**src/rtl/ocp_arb2_pkg.sv**
```systemverilog
// ============================================================================
// Module : ocp_arb2_pkg
// Brief  : OCP widths, command/response codes and request helpers for ocp_arb2.
// Rev    : 1.0
// ============================================================================
`default_nettype none

package ocp_arb2_pkg;

    localparam int ADDR_WIDTH = 32;
    localparam int DATA_WIDTH = 32;
    localparam int BEN_WIDTH  = 4;

    localparam logic [2:0] OCP_CMD_IDLE  = 3'd0;
    localparam logic [2:0] OCP_CMD_WRITE = 3'd1;
    localparam logic [2:0] OCP_CMD_READ  = 3'd2;

    localparam logic [1:0] OCP_RESP_NULL = 2'd0;
    localparam logic [1:0] OCP_RESP_DVA  = 2'd1;
    localparam logic [1:0] OCP_RESP_FAIL = 2'd2;
    localparam logic [1:0] OCP_RESP_ERR  = 2'd3;

    function automatic logic is_req(input logic [2:0] cmd);
        return (cmd != OCP_CMD_IDLE);
    endfunction

endpackage

`default_nettype wire

```
**src/rtl/ocp_arb2_rr_arb2.sv**
```systemverilog
// ============================================================================
// Module : ocp_arb2_rr_arb2
// Brief  : Two-way round-robin pick; remembers the last granted requester.
// Rev    : 1.0
// ============================================================================
`default_nettype none

module ocp_arb2_rr_arb2 (
    input  logic       clk,
    input  logic       nrst,
    input  logic [1:0] i_req,
    input  logic       i_update,
    output logic       o_any,
    output logic       o_gnt
);

    logic r_last;

    // Reset to requester 1 so requester 0 wins the first tie.
    always_comb begin
        o_any = |i_req;
        if (i_req == 2'b11) begin
            o_gnt = ~r_last;
        end else begin
            o_gnt = i_req[1];
        end
    end

    always_ff @(posedge clk) begin
        if (!nrst) begin
            r_last <= 1'b1;
        end else if (i_update && o_any) begin
            r_last <= o_gnt;
        end
    end

endmodule

`default_nettype wire

```
**src/rtl/ocp_arb2.sv**
```systemverilog
// ============================================================================
// Module : ocp_arb2
// Brief  : Two-master to one-slave OCP arbiter, round-robin, one outstanding
//          transaction, read-response timeout returning ERR.
// Rev    : 1.0
// ============================================================================
`default_nettype none

module ocp_arb2
    import ocp_arb2_pkg::*;
#(
    parameter int RESP_TIMEOUT = 64,
    parameter int TCNT_WIDTH   = 16
) (
    input  logic                  clk,
    input  logic                  nrst,
    input  logic [ADDR_WIDTH-1:0] i_M0Addr,
    input  logic [2:0]            i_M0Cmd,
    input  logic [DATA_WIDTH-1:0] i_M0Data,
    input  logic [BEN_WIDTH-1:0]  i_M0ByteEn,
    output logic                  o_S0CmdAccept,
    output logic [DATA_WIDTH-1:0] o_S0Data,
    output logic [1:0]            o_S0Resp,
    input  logic [ADDR_WIDTH-1:0] i_M1Addr,
    input  logic [2:0]            i_M1Cmd,
    input  logic [DATA_WIDTH-1:0] i_M1Data,
    input  logic [BEN_WIDTH-1:0]  i_M1ByteEn,
    output logic                  o_S1CmdAccept,
    output logic [DATA_WIDTH-1:0] o_S1Data,
    output logic [1:0]            o_S1Resp,
    output logic [ADDR_WIDTH-1:0] o_MAddr,
    output logic [2:0]            o_MCmd,
    output logic [DATA_WIDTH-1:0] o_MData,
    output logic [BEN_WIDTH-1:0]  o_MByteEn,
    input  logic                  i_SCmdAccept,
    input  logic [DATA_WIDTH-1:0] i_SData,
    input  logic [1:0]            i_SResp
);

    typedef enum logic [1:0] {
        ST_IDLE = 2'd0,
        ST_CMD  = 2'd1,
        ST_RESP = 2'd2
    } state_e;

    localparam logic [TCNT_WIDTH-1:0] c_TMO_LAST = TCNT_WIDTH'(RESP_TIMEOUT - 1);

    state_e                r_state;
    state_e                w_state_nxt;
    logic                  r_grant;
    logic                  w_grant_nxt;
    logic [TCNT_WIDTH-1:0] r_tcnt;
    logic [TCNT_WIDTH-1:0] w_tcnt_nxt;

    logic                  w_any;
    logic                  w_pick;
    logic [ADDR_WIDTH-1:0] w_g_addr;
    logic [2:0]            w_g_cmd;
    logic [DATA_WIDTH-1:0] w_g_data;
    logic [BEN_WIDTH-1:0]  w_g_ben;
    logic                  w_timeout;
    logic                  w_acc;
    logic [1:0]            w_resp;
    logic [DATA_WIDTH-1:0] w_rdata;

    ocp_arb2_rr_arb2 u_rr (
        .clk      (clk),
        .nrst     (nrst),
        .i_req    ({is_req(i_M1Cmd), is_req(i_M0Cmd)}),
        .i_update (r_state == ST_IDLE),
        .o_any    (w_any),
        .o_gnt    (w_pick)
    );

    assign w_g_addr  = r_grant ? i_M1Addr   : i_M0Addr;
    assign w_g_cmd   = r_grant ? i_M1Cmd    : i_M0Cmd;
    assign w_g_data  = r_grant ? i_M1Data   : i_M0Data;
    assign w_g_ben   = r_grant ? i_M1ByteEn : i_M0ByteEn;
    // A real response arriving on the last allowed cycle takes precedence over ERR.
    assign w_timeout = (r_state == ST_RESP) && (i_SResp == OCP_RESP_NULL) &&
                       (r_tcnt == c_TMO_LAST);

    always_ff @(posedge clk) begin
        if (!nrst) begin
            r_state <= ST_IDLE;
            r_grant <= 1'b0;
            r_tcnt  <= '0;
        end else begin
            r_state <= w_state_nxt;
            r_grant <= w_grant_nxt;
            r_tcnt  <= w_tcnt_nxt;
        end
    end

    always_comb begin
        w_state_nxt = r_state;
        w_grant_nxt = r_grant;
        w_tcnt_nxt  = r_tcnt;
        case (r_state)
            ST_IDLE: begin
                if (w_any) begin
                    w_grant_nxt = w_pick;
                    w_state_nxt = ST_CMD;
                end
            end
            ST_CMD: begin
                if (!is_req(w_g_cmd)) begin
                    w_state_nxt = ST_IDLE;
                end else if (i_SCmdAccept) begin
                    if (w_g_cmd == OCP_CMD_READ) begin
                        w_state_nxt = ST_RESP;
                        w_tcnt_nxt  = '0;
                    end else begin
                        w_state_nxt = ST_IDLE;
                    end
                end
            end
            ST_RESP: begin
                if ((i_SResp != OCP_RESP_NULL) || w_timeout) begin
                    w_state_nxt = ST_IDLE;
                end else begin
                    w_tcnt_nxt = r_tcnt + 1'b1;
                end
            end
            default: begin
                w_state_nxt = ST_IDLE;
            end
        endcase
    end

    always_comb begin
        o_MAddr   = '0;
        o_MCmd    = OCP_CMD_IDLE;
        o_MData   = '0;
        o_MByteEn = '0;
        w_acc     = 1'b0;
        w_resp    = OCP_RESP_NULL;
        w_rdata   = '0;
        case (r_state)
            ST_CMD: begin
                o_MAddr   = w_g_addr;
                o_MCmd    = w_g_cmd;
                o_MData   = w_g_data;
                o_MByteEn = w_g_ben;
                w_acc     = i_SCmdAccept;
            end
            ST_RESP: begin
                w_resp  = w_timeout ? OCP_RESP_ERR : i_SResp;
                w_rdata = w_timeout ? '0 : i_SData;
            end
            default: begin
            end
        endcase
    end

    assign o_S0CmdAccept = w_acc & ~r_grant;
    assign o_S1CmdAccept = w_acc &  r_grant;
    assign o_S0Resp      = r_grant ? OCP_RESP_NULL : w_resp;
    assign o_S1Resp      = r_grant ? w_resp : OCP_RESP_NULL;
    assign o_S0Data      = r_grant ? '0 : w_rdata;
    assign o_S1Data      = r_grant ? w_rdata : '0;

endmodule

`default_nettype wire
```
**config.mk**
```make
export PLATFORM = sky130hd
export DESIGN_NAME = ocp_arb2
export DESIGN_NICKNAME = d
export VERILOG_FILES = /design/src/rtl/ocp_arb2_pkg.sv /design/src/rtl/ocp_arb2_rr_arb2.sv /design/src/rtl/ocp_arb2.sv
export SDC_FILE = /design/constraint.sdc
export NUM_CORES = 1
export LEC_CHECK = 0
export ABC_AREA = 1
export CORE_AREA = 4 4 122 124
export CTS_CLUSTER_DIAMETER = 200
export DETAILED_ROUTE_END_ITERATION = 8
export DIE_AREA = 0 0 126 128
export PLACE_DENSITY = 0.69
export SLEW_MARGIN = 0
export SYNTH_ARGS = -nofsm -noshare
export SYNTH_HDL_FRONTEND = slang
export SYNTH_SLANG_ARGS = --single-unit
```
**constraint.sdc**
```tcl
create_clock -name clk -period 3.05 [get_ports clk]
set_input_delay 0.915 -clock clk [delete_from_list [all_inputs] [get_ports clk]]
set_output_delay 0.915 -clock clk [all_outputs]
set_load 0.005 [all_outputs]
```
Yosys cells after proc, flatten, opt, wreduce, memory -nomap -nowiden

Cells that the tools add are included.

Register bits: 20
Output and inout bits: 141
Logic and storage cells: 65

Add/subtract/negate cells: 1
Eq/ne operators: 12
Muxes and demuxes: 29
Bitwise operators: 4
Reductions and logical operators: 15

Operator list:

| kind                                                                    | count |
|---|---|
| 32-bit two-way mux                                                      | 8 |
| 16-bit two-way mux                                                      | 4 |
| 16-bit one-hot mux with 2 select lines                                  | 1 |
| 2-bit two-way mux                                                       | 9 |
| 16-bit by 1-bit adder with 16-bit output, second input constant         | 1 |
| 16-bit by 6-bit == test with 1-bit output, second input constant        | 1 |
| 2-bit inequality test, second input constant                            | 5 |
| 3-bit nonzero test                                                      | 3 |
| 4-bit two-way mux                                                       | 2 |
| 3-bit two-way mux                                                       | 2 |
| 2-bit one-hot mux with 3 select lines                                   | 1 |
| 5-bit AND reduction                                                     | 1 |
| 2-bit == test, second input constant                                    | 2 |
| 2-bit logical NOT                                                       | 2 |
| 2-bit nonzero test                                                      | 2 |
| 3-bit by 2-bit == test with 1-bit output, second input constant         | 1 |
| 1-bit logical AND                                                       | 3 |
| 3-bit inequality test, second input constant                            | 1 |
| 3-bit AND reduction                                                     | 1 |
| 1-bit AND                                                               | 2 |
| 2-bit by 1-bit == test with 1-bit output, second input constant         | 1 |
| 1-bit two-way mux                                                       | 2 |
| 2-bit by 1-bit inequality test with 1-bit output, second input constant | 1 |
| 1-bit NOT                                                               | 2 |
| 3 further kinds                                                         | 3 |

Depth between registers and ports, before layout

Word-level depth: 6
Gate-level depth with buffers: 10
Gate-level depth less buffers: 10

Hierarchy

A second synthesis with hierarchy kept.

Cells, all modules: 563
Area total of the unflattened synthesis: 2770.2 sq um

By module, submodules not included:

| module           | instances | cells an instance | area an instance (sq um) | seq. area each (sq um) |
|---|---|---|---|---|
| ocp_arb2         | 1         | 555               | 2713.9                   | 380.4 |
| ocp_arb2_rr_arb2 | 1         | 8                 | 56.3                     | 20.0 |

Least setup slack after synthesis

Ideal clock, no wire load.

Path kind: in2out
From: input i_SResp[1]
To: output o_S0Data[10]
Data arrival time: 1.601 ns
Required time: 2.135 ns
Path slack: 0.534 ns
Stages: 5
Buffers on the path: 1
Cell sequence: nor3_2 -> nand3_1 -> buf_2 -> nand3_1 -> nor2_1

Word-level cells in the longest chain between the ends: 6

Ends and longest elaborated chain:

| element                        | RTL line        | RTL |
|---|---|---|
| start, declared                | ocp_arb2.sv:37  | `input logic [1:0] i_SResp` |
| 2-bit logical NOT              | ocp_arb2.sv:80  | `assign w_timeout = (r_state == ST_RESP) && (i_SResp == OCP_RESP_NULL) &&` |
| 1-bit logical AND (2 in a row) | ocp_arb2.sv:80  |  |
| 32-bit two-way mux             | ocp_arb2.sv:149 | `w_rdata = w_timeout ? '0 : i_SData;` |
| 32-bit two-way mux             | ocp_arb2.sv:139 | `case (r_state)` |
| 32-bit two-way mux             | ocp_arb2.sv:160 | `assign o_S0Data = r_grant ? '0 : w_rdata;` |
| end, declared                  | ocp_arb2.sv:22  | `output logic [DATA_WIDTH-1:0] o_S0Data,` |

No other way between the ends.

Worst setup path after layout

From: input i_SCmdAccept
To: output o_S0CmdAccept

Word-level cells in the longest chain between the ends: 2

Ends and longest elaborated chain:

| element           | RTL line        | RTL |
|---|---|---|
| start, declared   | ocp_arb2.sv:35  | `input logic i_SCmdAccept,` |
| 1-bit two-way mux | ocp_arb2.sv:139 |  |
| 1-bit AND         | ocp_arb2.sv:156 | `assign o_S0CmdAccept = w_acc & ~r_grant;` |
| end, declared     | ocp_arb2.sv:21  | `output logic o_S0CmdAccept,` |

No other way between the ends.

==> flow_summary.yaml <==
grt:
  grt_max_degree: 70
  antenna_found_initial: 0
  grt_usage_pct: 20.5
  grt_pass1_vias: 4430
  overflow: 0
  grt_pass1_wl_um: 26500
power_and_ir_drop:
  power_leakage_nw: 3.49
  power.share.clock_pct: 27.7
  finalPower_mw: 1.31
  p_switching_uw: 404
  sequentialPowerShare_pct: 21.0
  internal-power_uw: 907
  vdd_drop_max_v: 0.000432
  p_comb_share_pct: 51.3
  p_sw_share_pct: 30.8
  powerDensity_nw_per_um2: 202
setup_path:
  critPathKind: "primary input to output pin"
  rr_startpoint: "r_grant$_SDFFE_PN0P_"
  r2r-end: "r_tcnt[2]$_SDFFE_PN0P_"
  end_kind: "output pin"
  cp-endpoint: "o_S0CmdAccept"
  cp.required_ps: 2130
  arrival_ps: 2290
  critPathMaxFanout: 3
  setup.worst_path.start_class: "primary input"
  ff2ff_path_depth: 12
  reg2reg_slack_ps: 1110
  crit_start: "i_SCmdAccept"
status:
  status: "finished, violations left"
  violations: "negative setup slack"
floorplanning:
  core_sq_um: 13800
  die_w_um: 126
  die_y_um: 128
  io_pins: 320
  num_rows: 43
  dieArea_sq_um: 16100
  initial_utilization_pct: 19.7
cts:
  clock_path_buffers: 2
  clk_latency_ps: 250
  cts_tree: "yes"
  cts_max_level: 1
  clockRootBuffer: "clkbuf_16"
  cts.sinks: 20
  numCtsBuffers: 3
  clkSlewWorstSetupHoldPaths_ps: 60
timing:
  final-hold-violation-count: 0
  final-setup-viol-count: 28
  rsz0062_at_grt: "yes"
  period_share_pct: 105
  setup_slack_ps: -154
  period_minus_slack_ps: 3200
  maxSlewViolCount: 0
  fin_skew_ps: 1.08
  tightest_slew_ps: 511
  timing.setup.tns_ps: -2540
  slew_headroom_pct: 65.7
  timing.fmax_mhz: 312
route:
  firstDrtPassIters: 5
  wl_met3_um: 1510
  post-route-drc-count: 0
  wl_met1_um: 7600
  dr.max_layer_used: "met4"
  drtAntennaViolNets: 0
  wl_met2_um: 9000
  vias: 4830
  wl_um: 18300
  drt_iter0_drc: 349
  wl_per_cell_um: 17.3
  viasPerCell: 4.57
run:
  max_cap_violations: 0
place:
  io_buffers: 319
  routabilityCongestion: 0.888
  dp_hpwl_um: 13800
logic_synthesis:
  ys_seq_elements: 20
  ys_seq_area_share_pct: 14.8
  syn_area_per_cell_sq_um: 4.85
  yosysUniqueCellTypes: 23
  syn_inst: 558
  yosysWarningCount: 0
  syn_area_sq_um: 2710
  syn_nets: 738
final_layout:
  final_net_count: 1059
  antenna_cells: 0
  regArea_sq_um: 404
  nFillCells: 1481
  multi_input_area_sq_um: 2140
  drive_gt1_share_pct: 11.2
  syn2layout_area_growth_pct: 140
min_path:
  min_path_type: "flop to flop"
  hold_depth: 2
## worst min path at each step
| stage | from | to | slack (ps) |
|---|---|---|---|
| 4_1_cts | u_rr.r_last$_SDFFE_PN1P_ | u_rr.r_last$_SDFFE_PN1P_ | 460 |
| 3_3_place_gp | u_rr.r_last$_SDFFE_PN1P_ | u_rr.r_last$_SDFFE_PN1P_ | 440 |
| 6_report | u_rr.r_last$_SDFFE_PN1P_ | u_rr.r_last$_SDFFE_PN1P_ | 460 |
| 3_5_place_dp | u_rr.r_last$_SDFFE_PN1P_ | u_rr.r_last$_SDFFE_PN1P_ | 450 |
| 5_1_grt | u_rr.r_last$_SDFFE_PN1P_ | u_rr.r_last$_SDFFE_PN1P_ | 480 |
| 2_1_floorplan | u_rr.r_last$_SDFFE_PN1P_ | u_rr.r_last$_SDFFE_PN1P_ | 430 |
## layout make-up
type	instances	area share, %
multi-input combinational	473	33.0
inverter	25	1.47
tap	180	3.47
clock buffer	3	1.16
clock inverter	1	0.463
timing repair buffer	356	54.2
sequential	20	6.23
## per-stage QoR
step | setup WS [ps] | std cells | util (%) | area, sq um | hold WS, ps
floorplan | 534 | 558 | - | 2710 | 433
global placement | -508 | 1041 | 45.0 | 6200 | 442
detailed placement | -534 | 1041 | 45.0 | 6200 | 447
CTS | -223 | 1055 | 46.6 | 6420 | 460
global route | -212 | 1058 | 47.1 | 6490 | 481
finish | -154 | 1058 | 47.1 | 6490 | 457
## what timing repair did
item,4_1_cts,5_1_grt
hold buffers,0,0
gates resized for setup,166,71
endpoints found under the setup margin,110,96
buffers inserted,6,3
pin swaps,0,4
gates cloned,4,0
## kinds of logic (layout without fill, tap and decap cells)
family | after synthesis | count (layout) | synth area share, %
adder cells (fa/ha/maj) | 1 | 1 | 0.462
AO/OA/AOI/OAI | 90 | 90 | 16.6
flip-flops | 20 | 20 | 14.8
AND/OR/NAND/NOR | 377 | 377 | 56.9
XOR/XNOR | 5 | 5 | 1.62
buffers and inverters | 65 | 385 | 9.57
## registers in the layout, summed over array words and instances (netlist names)
| register | cells |
|---|---|
| r_grant | 1 |
| r_state | 2 |
| r_tcnt | 16 |
| u_rr.r_last | 1 |
## layout by cell type (no fill, tap or decap), types with 2 or more instances in the layout
cell / Yosys / layout
nor2_4: 1 / 2
nand3_4: 0 / 2
xor2_1: 5 / 5
clkbuf_16: 0 / 3
nor3_1: 7 / 6
inv_2: 3 / 3
nand3_1: 60 / 53
buf_2: 6 / 10
nor2_2: 1 / 3
nor2_1: 97 / 94
dfxtp_1: 20 / 19
nand3_2: 0 / 5
clkbuf_2: 0 / 17
a21oi_2: 0 / 6
buf_16: 0 / 3
buf_6: 1 / 2
buf_4: 0 / 25
clkdlybuf4s15_2: 0 / 2
a21oi_1: 89 / 83
dlymetal6s2s_1: 0 / 36
buf_12: 0 / 6
nand4_1: 7 / 7
clkdlybuf4s50_1: 0 / 184
inv_1: 21 / 20
nand2_1: 200 / 200
dlygate4sd2_1: 0 / 68
## power by group through the flow
stage          Clock, mW  Sequential [mW]  Combinational [mW]
3_3_place_gp           0            0.282               0.709
6_report           0.362            0.275               0.673
4_1_cts            0.365            0.276               0.686
5_1_grt            0.375            0.277               0.727
3_5_place_dp           0            0.282               0.707
2_1_floorplan          0            0.275               0.217
## cells in the mapped netlist
cell / instances / area (sq um)
nand3_1: 60 / 300
xor2_1: 5 / 43.8
nand2_2: 1 / 6.26
inv_2: 3 / 11.3
nand3b_1: 1 / 7.51
inv_1: 21 / 78.8
nor3_2: 1 / 10.0
or2_2: 1 / 6.26
nand4_1: 7 / 43.8
dfxtp_1: 20 / 400
clkbuf_1: 23 / 86.3
nor3_1: 7 / 35.0
clkinv_1: 1 / 3.75
buf_2: 6 / 30.0
nor2_1: 97 / 364
nor2_4: 1 / 11.3
nor2_2: 1 / 6.26
a21oi_1: 89 / 445
ha_1: 1 / 12.5
buf_6: 1 / 11.3
o21ai_0: 1 / 5.00
buf_1: 10 / 37.5
nand2_1: 200 / 751
## routing by layer
metal  up-vias  GRT usage [%]
met3        14           5.42
met1      2199           27.5
li1       2435              -
met4         0           2.46
met5         -              0
met2       182           34.3
## worst max-delay path, cell delays in order
cell,delay [ps]
clkdlybuf4s50_1,490
inv_2,60
nor3_1,170
buf_4,150
clkdlybuf4s50_1,500
No activity file was read; power rests on OpenSTA's default activity.
==> edit (config.mk and constraints unchanged) <==
`TCNT_WIDTH`: 16 -> 32.
--- a/src/rtl/ocp_arb2.sv
+++ b/src/rtl/ocp_arb2.sv
@@ -10,7 +10,7 @@
     import ocp_arb2_pkg::*;
 #(
     parameter int RESP_TIMEOUT = 64,
-    parameter int TCNT_WIDTH   = 16
+    parameter int TCNT_WIDTH   = 32
 ) (
     input  logic                  clk,
     input  logic                  nrst,
Formal check against the unedited RTL: same outputs for any inputs over 10 cycles, from zero or initial values and one cycle with nrst low; that may be too few to reach the edited logic, so the function may still have changed.
==> edit against the original RTL <==
The flow still finishes with violations (negative setup slack); critical path type unchanged; register-to-register slack lost 0.51 ns; sequential share of layout area rose by 2.7 points; design area up 26%; synthesized area up 44%; sequential power up 74%; sequential cell count rose by 16; synthesized cell count up 39%; wire length grew 27%; power is 33% higher; critical endpoint is now o_S0Data[19]; worst setup slack improved by 0.14 ns.
==> edit: results <==
set metrics [dict create \
    slew-limit-headroom_pct 67.5 \
    wl_met2_um 11200 \
    num_vias 6387 \
    swShare_pct 29.7 \
    cp.arrival_ns 2.14 \
    skew_ns 0.00802 \
    cts_resized 293 \
    synth_area_leaders "nand2_1 26%, dfxtp_1 19%, nor2_1 14%" \
    violations "negative setup slack" \
    rr_startpoint "r_state[0]" \
    clock_cell_area_share_pct 1.91 \
    grt_pass1_wl_um 33800 \
    multi_input_area_share_pct 38.7 \
    finalInstanceArea_um2 8180 \
    wl_met3_um 1810 \
    drt-initial-drc-count 419 \
    grt_pass1_vias 5853 \
    reg_top3 "r_tcnt (32), r_state (2)" \
    post-dp-hpwl_um 17800 \
    antenna_cells 2 \
    finalWorstSetupSlack_ns -0.00951 \
    synth-seq-area-share_pct 18.5 \
    status "finished, violations left" \
    fillers 1348 \
    clock_latency_ns 0.28 \
    leakagePower_nw 3.84 \
    via_per_inst 4.83 \
    place.gp.congestion 0.954 \
    synth_cells 775 \
    final_layout_size_suffix_gt1_share_pct 19.9 \
    finalSetupViolations 2 \
    ff2ff_setup_slack_ns 0.60 \
    n_all_inverters 47 \
    p_clk_share_pct 31.2 \
    sh_seq_area_pct 8.89 \
    r2r-end "r_tcnt[0]" \
    num-multi-input-gates 646 \
]
edit: cell count changes in the layout (fill, tap and decap cells not counted), moves of 5 or more:
cell	before	now
a21oi_1	83	95
buf_4	25	72
inv_1	20	39
clkdlybuf4s50_1	184	194
nand3_2	5	17
nand2_1	200	266
buf_2	10	42
dfxtp_1	19	33
dlygate4sd2_1	68	33
nand3_1	53	58
dlymetal6s2s_1	36	26
nor2_1	94	138
nand3_4	2	14
nor2_2	3	9
edit: per-stage QoR:
step / utilization [%] / power [mW] / setup TNS [ns]
2_1_floorplan: - / 0.710 / 0
3_3_place_gp: 55.5 / 1.20 / -42.90
3_5_place_dp: 55.5 / 1.20 / -44.52
4_1_cts: 58.0 / 1.74 / -0.0213
5_1_grt: 59.4 / 1.82 / -1.26
6_report: 59.4 / 1.74 / -0.00993
edit: critical path: stages:
cell	delay, ns
buf_8	0.10
nor3_4	0.20
inv_2	0.07
nor2_4	0.16
buf_12	0.12
clkinvlp_4	0.15
buf_6	0.16
nand3_4	0.07
nor2_2	0.05
buf_2	0.15
